### config.mk
export PLATFORM = sky130hd
export DESIGN_NAME = max7219_receiver
export DESIGN_NICKNAME = d
export VERILOG_FILES = /design/src/rtl/max7219_receiver.sv
export SDC_FILE = /design/constraint.sdc
export NUM_CORES = 1
export LEC_CHECK = 0
export CORE_MARGIN = 4
export CORE_UTILIZATION = 43
export DETAILED_ROUTE_END_ITERATION = 7
export PLACE_DENSITY = 0.77
export SLEW_MARGIN = 20
export SYNTH_ARGS = -nofsm -noshare
export SYNTH_HDL_FRONTEND = slang
export SYNTH_SLANG_ARGS = --single-unit
### constraint.sdc
create_clock -name clk -period 4.62 [get_ports clk]
set_clock_uncertainty 0.2 [all_clocks]
set_input_delay 1.386 -clock clk [delete_from_list [all_inputs] [get_ports clk]]
set_output_delay 1.386 -clock clk [all_outputs]
set_load 0.03 [all_outputs]
### src/rtl/max7219_receiver.sv
// Receiving end of the MAX7219 3-wire serial link: oversamples DIN/CS/SCLK on clk,
// captures 16-bit frames and decodes them into the MAX7219 register file and pixel image.
module max7219_receiver #(
  parameter int SYNC_STAGES = 2
) (
  input  logic        clk,
  input  logic        rst,
  input  logic        DIN,
  input  logic        CS,
  input  logic        SCLK,
  output logic        frame_valid,
  output logic        frame_err,
  output logic [3:0]  frame_addr,
  output logic [7:0]  frame_data,
  output logic        shutdown_n,
  output logic [7:0]  decode_mode,
  output logic [3:0]  intensity,
  output logic [2:0]  scan_limit,
  output logic        display_test,
  output logic [63:0] rows,
  output logic [63:0] pixels
);

  typedef enum logic [1:0] {IDLE, SHIFT, COMMIT} state_t;

  // Link bundle {DIN, CS, SCLK}; idle value has CS high so reset never fakes an edge.
  localparam logic [2:0] LINK_IDLE = 3'b010;

  logic [2:0] link_raw, link_s, link_h;
  assign link_raw = {DIN, CS, SCLK};

  if (SYNC_STAGES == 0) begin : g_nosync
    assign link_s = link_raw;
  end else begin : g_sync
    logic [2:0] chain [SYNC_STAGES];
    always_ff @(posedge clk or posedge rst) begin
      if (rst) begin
        for (int i = 0; i < SYNC_STAGES; i++) chain[i] <= LINK_IDLE;
      end else begin
        chain[0] <= link_raw;
        for (int i = 1; i < SYNC_STAGES; i++) chain[i] <= chain[i-1];
      end
    end
    assign link_s = chain[SYNC_STAGES-1];
  end

  // NOTE: sequential state uses non-blocking assignments so every flop samples pre-edge values.
  always_ff @(posedge clk or posedge rst) begin
    if (rst) link_h <= LINK_IDLE;
    else     link_h <= link_s;
  end

  logic din_s, cs_rise, cs_fall, sclk_rise;
  assign din_s     = link_s[2];
  assign cs_rise   =  link_s[1] & ~link_h[1];
  assign cs_fall   = ~link_s[1] &  link_h[1];
  assign sclk_rise =  link_s[0] & ~link_h[0];

  state_t state_q, state_d;
  logic   clear_en, shift_en, commit;

  always_ff @(posedge clk or posedge rst) begin
    if (rst) state_q <= IDLE;
    else     state_q <= state_d;
  end

  // NOTE: every always_comb output gets a default first, otherwise unassigned paths infer latches.
  always_comb begin
    state_d  = state_q;
    clear_en = 1'b0;
    shift_en = 1'b0;
    commit   = 1'b0;
    case (state_q)
      IDLE: begin
        if (cs_fall) begin
          state_d  = SHIFT;
          clear_en = 1'b1;
        end
      end
      SHIFT: begin
        // CS rising wins over a coincident SCLK rise: that bit is dropped.
        if (cs_rise)        state_d  = COMMIT;
        else if (sclk_rise) shift_en = 1'b1;
      end
      COMMIT: begin
        commit = 1'b1;
        // A one-sample CS high gap means the next frame starts right here.
        if (cs_fall) begin
          state_d  = SHIFT;
          clear_en = 1'b1;
        end else begin
          state_d  = IDLE;
        end
      end
      default: state_d = IDLE;
    endcase
  end

  logic [15:0] sh;
  logic [4:0]  cnt;
  logic [2:0]  row_idx;
  assign row_idx = 3'(sh[11:8] - 4'd1);

  // NOTE: the register file is reset explicitly because the device must power up blank and shut down.
  always_ff @(posedge clk or posedge rst) begin
    if (rst) begin
      sh           <= '0;
      cnt          <= '0;
      frame_valid  <= 1'b0;
      frame_err    <= 1'b0;
      frame_addr   <= '0;
      frame_data   <= '0;
      shutdown_n   <= 1'b0;
      decode_mode  <= '0;
      intensity    <= '0;
      scan_limit   <= '0;
      display_test <= 1'b0;
      rows         <= '0;
    end else begin
      frame_valid <= 1'b0;
      frame_err   <= 1'b0;
      if (commit) begin
        if (cnt[4]) begin
          frame_valid <= 1'b1;
          frame_addr  <= sh[11:8];
          frame_data  <= sh[7:0];
          case (sh[11:8])
            4'h1, 4'h2, 4'h3, 4'h4,
            4'h5, 4'h6, 4'h7, 4'h8: rows[{row_idx, 3'b000} +: 8] <= sh[7:0];
            4'h9:    decode_mode  <= sh[7:0];
            4'hA:    intensity    <= sh[3:0];
            4'hB:    scan_limit   <= sh[2:0];
            4'hC:    shutdown_n   <= sh[0];
            4'hF:    display_test <= sh[0];
            default: ;
          endcase
        end else begin
          frame_err <= 1'b1;
        end
      end
      if (clear_en) begin
        sh  <= '0;
        cnt <= '0;
      end else if (shift_en) begin
        sh <= {sh[14:0], din_s};
        if (cnt != 5'd31) cnt <= cnt + 5'd1;
      end
    end
  end

  always_comb begin
    pixels = '0;
    if (display_test) begin
      pixels = '1;
    end else if (shutdown_n) begin
      for (int r = 0; r < 8; r++)
        if (3'(r) <= scan_limit) pixels[8*r +: 8] = rows[8*r +: 8];
    end
  end

endmodule

Word level (Yosys, flattened, before mapping)
Index checks and enable logic that the tools add are counted.
{"block": "classes", "add_sub_neg": 3, "order_cmp": 8, "eq_ne": 18, "shift": 2, "muxes": 30, "bitwise_logic": 6, "n_reduce_logical": 14}
{"cell": "64-bit 2-to-1 mux", "count": 2}
{"cell": "64-bit bitwise mux", "count": 1}
{"cell": "8-bit 2-to-1 mux", "count": 8}
{"cell": "8-bit by 8-bit variable shift with 64-bit output, first input constant", "count": 1}
{"cell": "8-bit by 8-bit variable part select with 64-bit output", "count": 1}
{"cell": "4-bit == test, second input constant", "count": 6}
{"cell": "12-bit 2-to-1 mux", "count": 2}
{"cell": "3-bit AND reduction", "count": 6}
{"cell": "4-bit by 3-bit == test with 1-bit output, second input constant", "count": 4}
{"cell": "5-bit 2-to-1 mux", "count": 3}
{"cell": "3-bit <= comparator, first input constant", "count": 4}
{"cell": "1-bit 2-to-1 mux", "count": 11}
{"cell": "4-bit by 2-bit == test with 1-bit output, second input constant", "count": 2}
{"cell": "6-bit negator with 8-bit output", "count": 1}
{"cell": "8-bit OR reduction", "count": 1}
{"cell": "1-bit by 3-bit <= comparator with 1-bit output, first input constant", "count": 2}
{"cell": "2-bit by 3-bit <= comparator with 1-bit output, first input constant", "count": 2}
{"cell": "2-bit one-hot mux with 3 select lines", "count": 1}
{"cell": "2-bit AND reduction", "count": 3}
{"cell": "5-bit by 1-bit adder with 5-bit output, second input constant", "count": 1}
{"cell": "5-bit inequality test, second input constant", "count": 1}
{"cell": "4-bit by 1-bit == test with 1-bit output, second input constant", "count": 1}
{"cell": "2-bit 2-to-1 mux", "count": 2}
{"cell": "2-bit inequality test, second input constant", "count": 2}
{"cell": "other kinds (8)", "count": 13}
{"block": "word_totals", "reg_bits": 122, "in_bits": 5, "output_inout_bits": 159, "elab_cells": 97}

Longest topological paths before layout
Gate-level depths: netlist of the first run.
{"block": "depth", "depth_word": 7, "mapped_depth": 8, "ltp_nobuf": 8}

Worst setup path after synthesis of the first run
Ideal clock, no wire load.
{"block": "synth_path", "kind": "flip-flop to output port", "from": "register scan_limit[1]", "to": "output pixels[56]", "arrival_ps": 1662, "required_ps": 3034, "path_slack_ps": 1372, "path_stages_with_launch": 6, "path_buffers": 2, "path_cell_list": "dfrtp_1 > and3_1 > clkbuf_1 > and2_1 > clkbuf_1 > a21o_1"}
{"block": "synth_between", "elab_chain_len": 4}
{"item": "from (decl)", "line_no": "18", "source": "output logic [2:0] scan_limit,"}
{"item": "from (signal assigned)", "line_no": "132", "source": "4'hB: scan_limit <= sh[2:0];"}
{"item": "3-bit <= comparator", "line_no": "157", "source": "if (3'(r) <= scan_limit) pixels[8*r +: 8] = rows[8*r +: 8];"}
{"item": "8-bit 2-to-1 mux", "line_no": "157"}
{"item": "64-bit 2-to-1 mux", "line_no": "155", "source": "end else if (shutdown_n) begin"}
{"item": "64-bit 2-to-1 mux", "line_no": "153", "source": "if (display_test) begin"}
{"item": "to (decl)", "line_no": "21", "source": "output logic [63:0] pixels"}
Every way passes these cells.

Worst setup path in the final report of the first run
{"block": "layout_path", "from": "register shutdown_n", "to": "output pixels[59]"}
{"block": "layout_between", "elab_chain_len": 2}
{"item": "from (decl)", "line_no": "15", "source": "output logic shutdown_n,"}
{"item": "from (signal assigned)", "line_no": "133", "source": "4'hC: shutdown_n <= sh[0];"}
{"item": "64-bit 2-to-1 mux", "line_no": "155"}
{"item": "64-bit 2-to-1 mux", "line_no": "153"}
Every way passes these cells.

==> out/metrics.yaml, run 1 <==
global_routing:
  grt_pass1_wl_mm: 24.3
  track_usage_pct: 21.3
  first_global_vias: 4386
  grt_max_degree: 63
  overflow: 0
  antenna_found_initial: 0
layout:
  diodes: 0
  fin_area_um2: 8040
  n_fill_cell: 1032
  layout.nets: 629
  fin_cells: 798
  drive_gt1_share_pct: 19.6
  syn2layout_area_growth_pct: 43.2
floorplan:
  core_um2: 12700
  die_area_um2: 15000
  rows: 41
  io_pins: 164
  initial_core_util_pct: 44.1
  dieWidth_um: 122
  die_h_um: 122
detailed_routing:
  avgViaCountPerCell: 5.20
  drc: 0
  num_vias: 4152
  ant_nets: 0
  wire_per_inst_um: 19.3
  m1WireLength_mm: 6.21
  wl_met3_mm: 1.32
  drt-total-wl_mm: 15.4
  topRoutingLayerUsed: "met4"
  met2_length_mm: 7.68
  drt_iter0_markers: 248
  drt-pass1-iter-count: 4
synthesis:
  synth_area_leader_cell: "dfrtp_1"
  syn_area_um2: 5620
  synth_area_leaders: "dfrtp_1, mux2_2, a21o_1"
  synth_top_area_share_pct: 53.0
  netlist_instances: 455
  ys_ff_latch: 122
  ys_types: 37
  avgSynthCellArea_um2: 12.3
  yosysSeqAreaShare_pct: 54.4
  synth_nets: 471
  ys_warn_count: 0
clock_network:
  post_cts_buffers: 0
  clk_pin_slew_ns: 0.06
  clockRootBuffer: "clkbuf_16"
  numCtsBuffers: 17
  cts_resized: 0
  clock-sinks: 122
  h-tree-depth: 4
  clock_latency_ns: 0.41
  ctsHoldBuffers: 0
  clockBufferDepth: 2
  cts_tree: "built"
placement:
  placed_cells: 766
  place.gp.congestion: 0.758
  dpl.hpwl_mm: 10.9
  io_buffers: 163
  post_dp_cell_area_um2: 7400
timing:
  setup_viol: 0
  fin_hold_ws_ns: 0.148
  period_needed_ns: 4.36
  tightest_slew_ns: 0.799
  slew-limit-headroom_pct: 46.6
  finalCritPeriodShare_pct: 94.3
  fin_tns_setup_ns: 0
  maxSlewViolCount: 0
  fmax_ghz: 0.230
  rsz0062_at_grt: "false"
  hold_violations: 0
min_path:
  min_from: "g_sync.chain[3]$_DFF_PP0_"
  hp-class: "reg2reg"
critical_path:
  required_ns: 3.03
  crit_fanout: 15
  worstSetupStartpoint: "shutdown_n$_DFFE_PP0P_"
  critical_path_class: "reg2out"
  worstPathArrival_ns: 2.77
  crit_path_end_kind: "output port"
  reg2reg_from: "sh[8]$_DFFE_PP0P_"
  cp-start-kind: "flip-flop"
power:
  leakage_uw: 0.00431
  irDropWorstVdd_uv: 215
  p_total_uw: 2600
  p_per_area_nw_per_um2: 323
run_status:
  outcome: "finished clean"
run:
  maxCapViolCount: 0
## layout by cell type (no fill, tap or decap), drive strengths merged
cell type / instances
a21o: 64
a21oi: 2
and2: 27
and3: 2
and4b: 2
buf: 3
bufinv: 4
clkbuf: 19
clkdlybuf4s50: 163
clkinv: 3
clkinvlp: 5
dfrtp: 119
dfstp: 3
ha: 11
inv: 6
mux2: 81
mux2i: 13
nand2: 44
nand2b: 4
nand3: 2
nand3b: 2
nand4: 6
nand4b: 2
nor2: 18
nor2b: 3
nor3: 1
nor3b: 2
nor4b: 1
o21a: 2
o21ai: 4
o31a: 1
o31ai: 1
o32ai: 1
or4: 1
or4b: 1
xnor2: 3
## final cells by class
| cell class | instances | area (um^2) | area share, % |
|---|---|---|---|
| Sequential cell | 122 | 3060 | 38.0 |
| Multi-Input combinational cell | 301 | 2430 | 30.2 |
| Timing Repair Buffer | 166 | 1680 | 20.9 |
| Clock buffer | 19 | 443 | 5.51 |
| Tap cell | 172 | 215 | 2.68 |
| Clock inverter | 13 | 194 | 2.41 |
| Inverter | 5 | 22.5 | 0.280 |
## cells in the mapped netlist
cell type  instances
nand3b_4           1
o31a_1             1
mux2i_1           13
nand4b_1           2
nor2_1            18
o21ai_0            4
o32ai_4            1
xnor2_1            3
clkbuf_2           1
a21o_1            64
nand2_1           44
and3_1             2
and2_1            27
dfrtp_1          119
o31ai_1            1
nor3_1             1
nand4_1            6
nand3_1            2
inv_1              5
buf_4              1
buf_2              4
or4_1              1
nor3b_1            2
dfstp_2            3
nor4b_2            1
mux2_2            73
buf_1              6
ha_1              11
nand2b_1           4
and4b_1            2
clkbuf_1          15
mux2_4             8
a21oi_1            2
nand3b_1           1
or4b_1             1
o21a_1             2
nor2b_1            3
## critical path, stage by stage, from the launching register on
cell and delay, ns:
dfrtp_1 0.64, and3_1 0.51, and2_1 0.37, a21o_1 0.17, clkdlybuf4s50_1 0.67
## power breakdown
group          total, uW  switching [uW]  internal [uW]
Combinational       71.0            44.3           26.7
Sequential          1110            27.4           1090
Clock               1410             488            922
## routing by layer
metal  up-vias  track usage [%]
li1       1899                -
met1      2082             26.7
met2       161             36.2
met3        10             6.31
met4         0             5.88
met5         -                0
## path summary, 6_finish.rpt
kind,to,slack (ns),depth (start not counted)
max,pixels[59],0.26,4
max in group asynchronous,link_h[1]$_DFF_PP1_,2.13,3
min,link_s[0]$_DFF_PP0_,0.15,0
min reg2reg,link_s[0]$_DFF_PP0_,0.15,0
max reg2reg,rows[4]$_DFFE_PP0P_,1.44,6
min in group asynchronous,rows[17]$_DFFE_PP0P_,1.24,2
## cells by family after synthesis
group | synth area share [%]
flops | 54.4
mux | 19.1
simple gates | 11.1
compound gates | 10.1
xor+xnor | 0.468
buf+inv | 2.32
fa+ha+maj | 2.45
## state kept, by name (all words and copies together), names as in the netlist, 2 cells and up
| register | flops |
|---|---|
| cnt | 5 |
| decode_mode | 8 |
| frame_addr | 4 |
| frame_data | 8 |
| g_sync.chain | 3 |
| intensity | 4 |
| link_h | 2 |
| link_s | 3 |
| rows | 64 |
| scan_limit | 3 |
| sh | 12 |
| state_q | 2 |
## metrics by stage
step,util (%),setup slack (ns)
2_1_floorplan,-,1.37
3_3_place_gp,58.2,0.799
3_5_place_dp,58.2,0.676
4_1_cts,63.2,0.235
5_1_grt,63.2,0.0794
6_report,63.2,0.264
No activity file was read; power rests on OpenSTA's default activity.
==> run 2, diff against run 1 <==
- CORE_UTILIZATION: 43 -> 30
- GPL_ROUTABILITY_DRIVEN: default -> 0
- PLACE_DENSITY: 0.77 -> default
- clock period: 4.62 -> 5 ns (I/O delays scaled with it)
==> out/metrics.yaml, run 2 (synthesis results as in run 1) <==
clock_network:
  cts_resized: 0  # unchanged
  clock_latency_ns: 0.41  # about the same
  post_cts_buffers: 0  # unchanged
  clock-sinks: 122  # unchanged
  ctsHoldBuffers: 0  # unchanged
  clockBufferDepth: 2  # unchanged
  h-tree-depth: 4  # unchanged
  numCtsBuffers: 17  # unchanged
  cts_tree: "built"
  clockRootBuffer: "clkbuf_16"
  clk_pin_slew_ns: 0.06  # about the same
detailed_routing:
  drt_iter0_markers: 191  # -23%
  drt-total-wl_mm: 15.8  # +2.6%
  avgViaCountPerCell: 4.79  # -7.9%
  ant_nets: 0  # unchanged
  drc: 0  # unchanged
  num_vias: 4097  # -1.3%
  drt-pass1-iter-count: 4  # unchanged
  wire_per_inst_um: 18.4  # -4.2%
layout:
  reg_top3: "rows: 64 flops, sh: 12 flops"
  largest_register_ffs: 64  # unchanged
  diodes: 0  # unchanged
  top_register: "rows"
  layout.nets: 629  # unchanged
  drive_gt1_share_pct: 19.8  # +0.16 points
  most-common-layout-cells: "clkdlybuf4s50_1, dfrtp_1, mux2_2"
  mostFrequentLayoutCell: "clkdlybuf4s50_1"
  syn2layout_area_growth_pct: 43.3  # about the same
  fin_cells: 855  # +7.1%
critical_path:
  worst-path-buf-inv: 1  # unchanged
  worstPathArrival_ns: 2.78  # about the same
  worstSetupStartpoint: "shutdown_n$_DFFE_PP0P_"
  critical-path-max-stage-delay_ns: 0.66  # about the same
  crit_path_end_kind: "output port"
  reg2reg_from: "sh[8]$_DFFE_PP0P_"
  crit_fanout: 15  # unchanged
  crit_family: "simple AND/OR/NAND/NOR gates"
  critical_path_class: "reg2out"
  required_ns: 3.30  # +0.27 ns
  cp-start-kind: "flip-flop"
  slowest_stage: "clkdlybuf4s50_1"
  cp-endpoint: "pixels[56]"
  r2r_end: "rows[0]$_DFFE_PP0P_"
  path_cells: "and3_1 -> and2_1 -> a21o_1 -> clkdlybuf4s50_1"
  cp_num_cells: 4  # unchanged
  regToRegSetupSlack_ns: 1.85  # +0.41 ns
  reg2regPathDepth: 6  # unchanged
timing:
  finalCritPeriodShare_pct: 89.5
  fin_hold_ws_ns: 0.146  # -0.00172 ns
  slew-limit-headroom_pct: 42.2  # -4.3 points
  setup_viol: 0  # unchanged
  tightest_slew_ns: 0.864  # +0.0649 ns
  period_needed_ns: 4.48
  fin_tns_setup_ns: 0  # unchanged
  rsz0062_at_grt: "false"
  maxSlewViolCount: 0  # unchanged
  hold_violations: 0  # unchanged
  fmax_ghz: 0.223
global_routing:
  antenna_found_initial: 0  # unchanged
  grt_pass1_wl_mm: 24.3  # +0.28%
  track_usage_pct: 15.3  # -6.1 points
  grt_max_degree: 65  # +3.2%
  first_global_vias: 4257  # -2.9%
  overflow: 0  # unchanged
run:
  maxCapViolCount: 0  # unchanged
min_path:
  hp-class: "reg2reg"
floorplan:
  initial_core_util_pct: 30.8  # -13 points
  dieWidth_um: 145  # +18%
  rows: 49  # +20%
  die_h_um: 145  # +18%
  die_area_um2: 21000  # +40%
  io_pins: 164  # unchanged
  core_um2: 18200  # +43%
run_status:
  outcome: "finished clean"
power:
  irDropWorstVdd_uv: 221  # +2.5%
  p_per_area_nw_per_um2: 285  # -12%
  leakage_uw: 0.00429  # -0.46%
placement:
  io_buffers: 163  # unchanged
  placed_cells: 823  # +7.4%
  dpl.hpwl_mm: 11.0  # +1.3%
[run 2: cell types whose count changed in the layout (fill, tap and decap cells not counted), sizes merged]
cell / delta
bufinv: -2
clkbuf: -1
clkinv: +3
[run 2: power breakdown]
part / internal, uW / switching (uW)
clock network: 746 / 450
registers: 1000 / 27.0
logic: 24.5 / 41.3
total: 1770 / 519
[run 2: worst min-delay path by stage]
| stage | depth (start not counted) | from | end |
|---|---|---|---|
| after global placement | 0 | g_sync.chain[5]$_DFF_PP0_ | link_s[2]$_DFF_PP0_ |
| after global routing | 0 | g_sync.chain[5]$_DFF_PP0_ | link_s[2]$_DFF_PP0_ |
| final | 0 | g_sync.chain[5]$_DFF_PP0_ | link_s[2]$_DFF_PP0_ |
| after detailed placement | 0 | g_sync.chain[5]$_DFF_PP0_ | link_s[2]$_DFF_PP0_ |
| after CTS | 0 | g_sync.chain[5]$_DFF_PP0_ | link_s[2]$_DFF_PP0_ |
| after floorplan | 0 | g_sync.chain[3]$_DFF_PP0_ | link_s[0]$_DFF_PP0_ |
[run 2: metrics by stage]
step	utilization, %	worst slack (ns)	power, uW	area (um^2)
3_3_place_gp	41.0	1.01	1110	7460
6_report	44.2	0.525	2290	8050
2_1_floorplan	-	0.0624	1090	5620
4_1_cts	44.2	0.444	2320	8050
3_5_place_dp	41.0	0.904	1120	7460
5_1_grt	44.2	0.328	2370	8050
[run 2: layer usage]
metal	wire length (um)	share of wire (%)	track usage [%]	vias up
met5	0	0	0	-
li1	-	-	-	1910
met2	7560	48	24.5	125
met4	106	0.67	3.24	0
met3	1080	6.8	5.42	8
met1	7030	45	20.0	2054
[run 2: cell type report]
class | count | area [um^2]
fill | 1672 | 10200
sequential | 122 | 3060
multi-input combinational | 301 | 2430
timing repair buffer | 166 | 1670
clock buffer | 18 | 439
tap | 229 | 287
clock inverter | 14 | 148
inverter | 5 | 21.3
==> run 3, diff against run 2 <==
- CORE_MARGIN: 4 -> 5
- TNS_END_PERCENT: default -> 10
==> out/metrics.yaml, run 3 (synthesis results as in run 1) <==
run_status:
  outcome: "finished clean"
timing:
  fmax_ghz: 0.223  # -0.23%
  tightest_slew_ns: 0.868  # +0.00414 ns
  period_needed_ns: 4.49  # +0.0104 ns
  rsz0062_at_grt: "false"
  setup_viol: 0  # unchanged
  slew-limit-headroom_pct: 41.9  # -0.28 points
  hold_violations: 0  # unchanged
  finalCritPeriodShare_pct: 89.7  # +0.21 points
  maxSlewViolCount: 0  # unchanged
  fin_tns_setup_ns: 0  # unchanged
global_routing:
  first_global_vias: 4421  # +3.9%
  gr-usage-met3_pct: 5.37  # -0.055 points
  met2_usage_pct: 24.5  # about the same
  grt.busiest_layer: "met2"
  grt_pass1_wl_mm: 25.5  # +4.8%
  overflow: 0  # unchanged
  antenna_found_initial: 0  # unchanged
  globalRouteMet1Util_pct: 19.1  # -0.82 points
  grt_max_degree: 66  # +1.5%
  track_usage_pct: 15.2  # -0.024 points
clock_network:
  h-tree-depth: 4  # unchanged
  clk_pin_slew_ns: 0.05  # about the same
  clockRootBuffer: "clkbuf_16"
  clock_latency_ns: 0.42  # about the same
  ctsHoldBuffers: 0  # unchanged
  clockBufferDepth: 2  # unchanged
  cts_resized: 0  # unchanged
  cts_tree: "built"
  numCtsBuffers: 17  # unchanged
  post_cts_buffers: 0  # unchanged
  clock-sinks: 122  # unchanged
power:
  p_clk_share_pct: 52.4  # +0.2 points
  p_per_area_nw_per_um2: 286  # +0.56%
  pwr-share-seq_pct: 44.7  # -0.3 points
  irDropWorstVdd_uv: 234  # +6.1%
  p_total_uw: 2310  # +0.78%
  cell_internal_pwr_uw: 1820  # +2.7%
  power_switching_uw: 488  # -5.9%
  pwr-share-comb_pct: 2.9  # about the same
  switching_share_pct: 21.1  # -1.5 points
  leakage_uw: 0.00432  # +0.61%
critical_path:
  reg2reg_from: "sh[8]$_DFFE_PP0P_"
  critical_path_class: "reg2out"
  crit_path_end_kind: "output port"
  regToRegSetupSlack_ns: 1.88  # +0.03 ns
  reg2regPathDepth: 6  # unchanged
  required_ns: 3.30  # about the same
  crit_fanout: 15  # unchanged
  r2r_end: "rows[1]$_DFFE_PP0P_"
  worstPathArrival_ns: 2.79  # about the same
  cp-start-kind: "flip-flop"
floorplan:
  die_h_um: 147  # +1.4%
  initial_core_util_pct: 30.2  # -0.62 points
  rows: 50  # +2.0%
  die_area_um2: 21600  # +2.8%
  io_pins: 164  # unchanged
  dieWidth_um: 147  # +1.4%
  core_um2: 18600  # +2.0%
placement:
  post_dp_cell_area_um2: 7470  # +0.18%
  io_buffers: 163  # unchanged
  dpl.hpwl_mm: 11.4  # +3.5%
  placed_cells: 829  # +0.73%
layout:
  mostFrequentLayoutCell: "clkdlybuf4s50_1"
  n_fill_cell: 1686  # +0.84%
  fin_cells: 860  # +0.58%
  largest_register_ffs: 64  # unchanged
  drive_gt1_share_pct: 19.5  # -0.32 points
  layout.nets: 630  # +0.16%
  fin_area_um2: 8070  # +0.22%
  reg_top3: "rows: 64 flops, sh: 12 flops"
  top_register: "rows"
  syn2layout_area_growth_pct: 43.6
  diodes: 0  # unchanged
  most-common-layout-cells: "clkdlybuf4s50_1, dfrtp_1, mux2_2"
detailed_routing:
  drt-total-wl_mm: 16.1  # +2.4%
  num_vias: 4173  # +1.9%
  drt_iter0_markers: 222  # +16%
  drc: 0  # unchanged
  drt-pass1-iter-count: 4  # unchanged
  avgViaCountPerCell: 4.85  # +1.3%
  wire_per_inst_um: 18.8  # +1.8%
  ant_nets: 0  # unchanged
min_path:
  min_from: "g_sync.chain[3]$_DFF_PP0_"
  hp-class: "reg2reg"
  holdPathEnd: "link_s[0]$_DFF_PP0_"
  min_path_cells: 0  # unchanged
run:
  maxCapViolCount: 0  # unchanged
==> run 3: worst max-delay path by stage <==
stage                           start  slack [ns]  cells past startpoint                  to
2_1_floorplan                     rst        0.06                      1  cnt[0]$_DFFE_PP0P_
3_3_place_gp   shutdown_n$_DFFE_PP0P_        0.99                      4          pixels[61]
3_5_place_dp   shutdown_n$_DFFE_PP0P_        0.92                      4          pixels[59]
4_1_cts        shutdown_n$_DFFE_PP0P_        0.47                      4          pixels[59]
5_1_grt        shutdown_n$_DFFE_PP0P_        0.35                      4          pixels[59]
6_report       shutdown_n$_DFFE_PP0P_        0.51                      4          pixels[42]
==> run 3: layout make-up <==
type | count | area (um^2) | share of cell area, %
Clock inverter | 7 | 88.8 | 1.10
Tap cell | 234 | 293 | 3.63
Sequential cell | 122 | 3060 | 37.9
Clock buffer | 24 | 502 | 6.22
Multi-Input combinational cell | 301 | 2430 | 30.1
Timing Repair Buffer | 167 | 1670 | 20.8
Inverter | 5 | 21.3 | 0.264
==> run 3: power by group through the flow <==
stage | clock network (uW) | logic (uW) | registers (uW)
final | 1210 | 67.2 | 1030
after global routing | 1290 | 78.8 | 1030
after CTS | 1240 | 69.8 | 1030
after detailed placement | 0 | 69.6 | 1050
after global placement | 0 | 64.5 | 1050
after floorplan | 0 | 53.5 | 1030
==> run 3: stage by stage <==
stage / hold WS [ns] / worst slack, ns / util, %
floorplan: 0.131 / 0.0624 / -
finish: 0.146 / 0.514 / 43.4
global placement: 0.135 / 0.992 / 40.2
detailed placement: 0.135 / 0.920 / 40.2
global route: 0.147 / 0.350 / 43.4
CTS: 0.147 / 0.468 / 43.4
==> run 3: critical path, stage by stage, from the launching register on <==
cell             delay, ns
dfrtp_1               0.63
and2_1                0.46
o21a_1                0.43
a21o_1                0.18
clkdlybuf4s50_1       0.66
==> run 3: layer usage <==
layer	vias up	part of all wire (%)	wire (um)
met1	2122	44	7100
met5	-	0	0
met3	18	5.9	948
met4	0	1.8	295
met2	125	48	7800
li1	1908	-	-
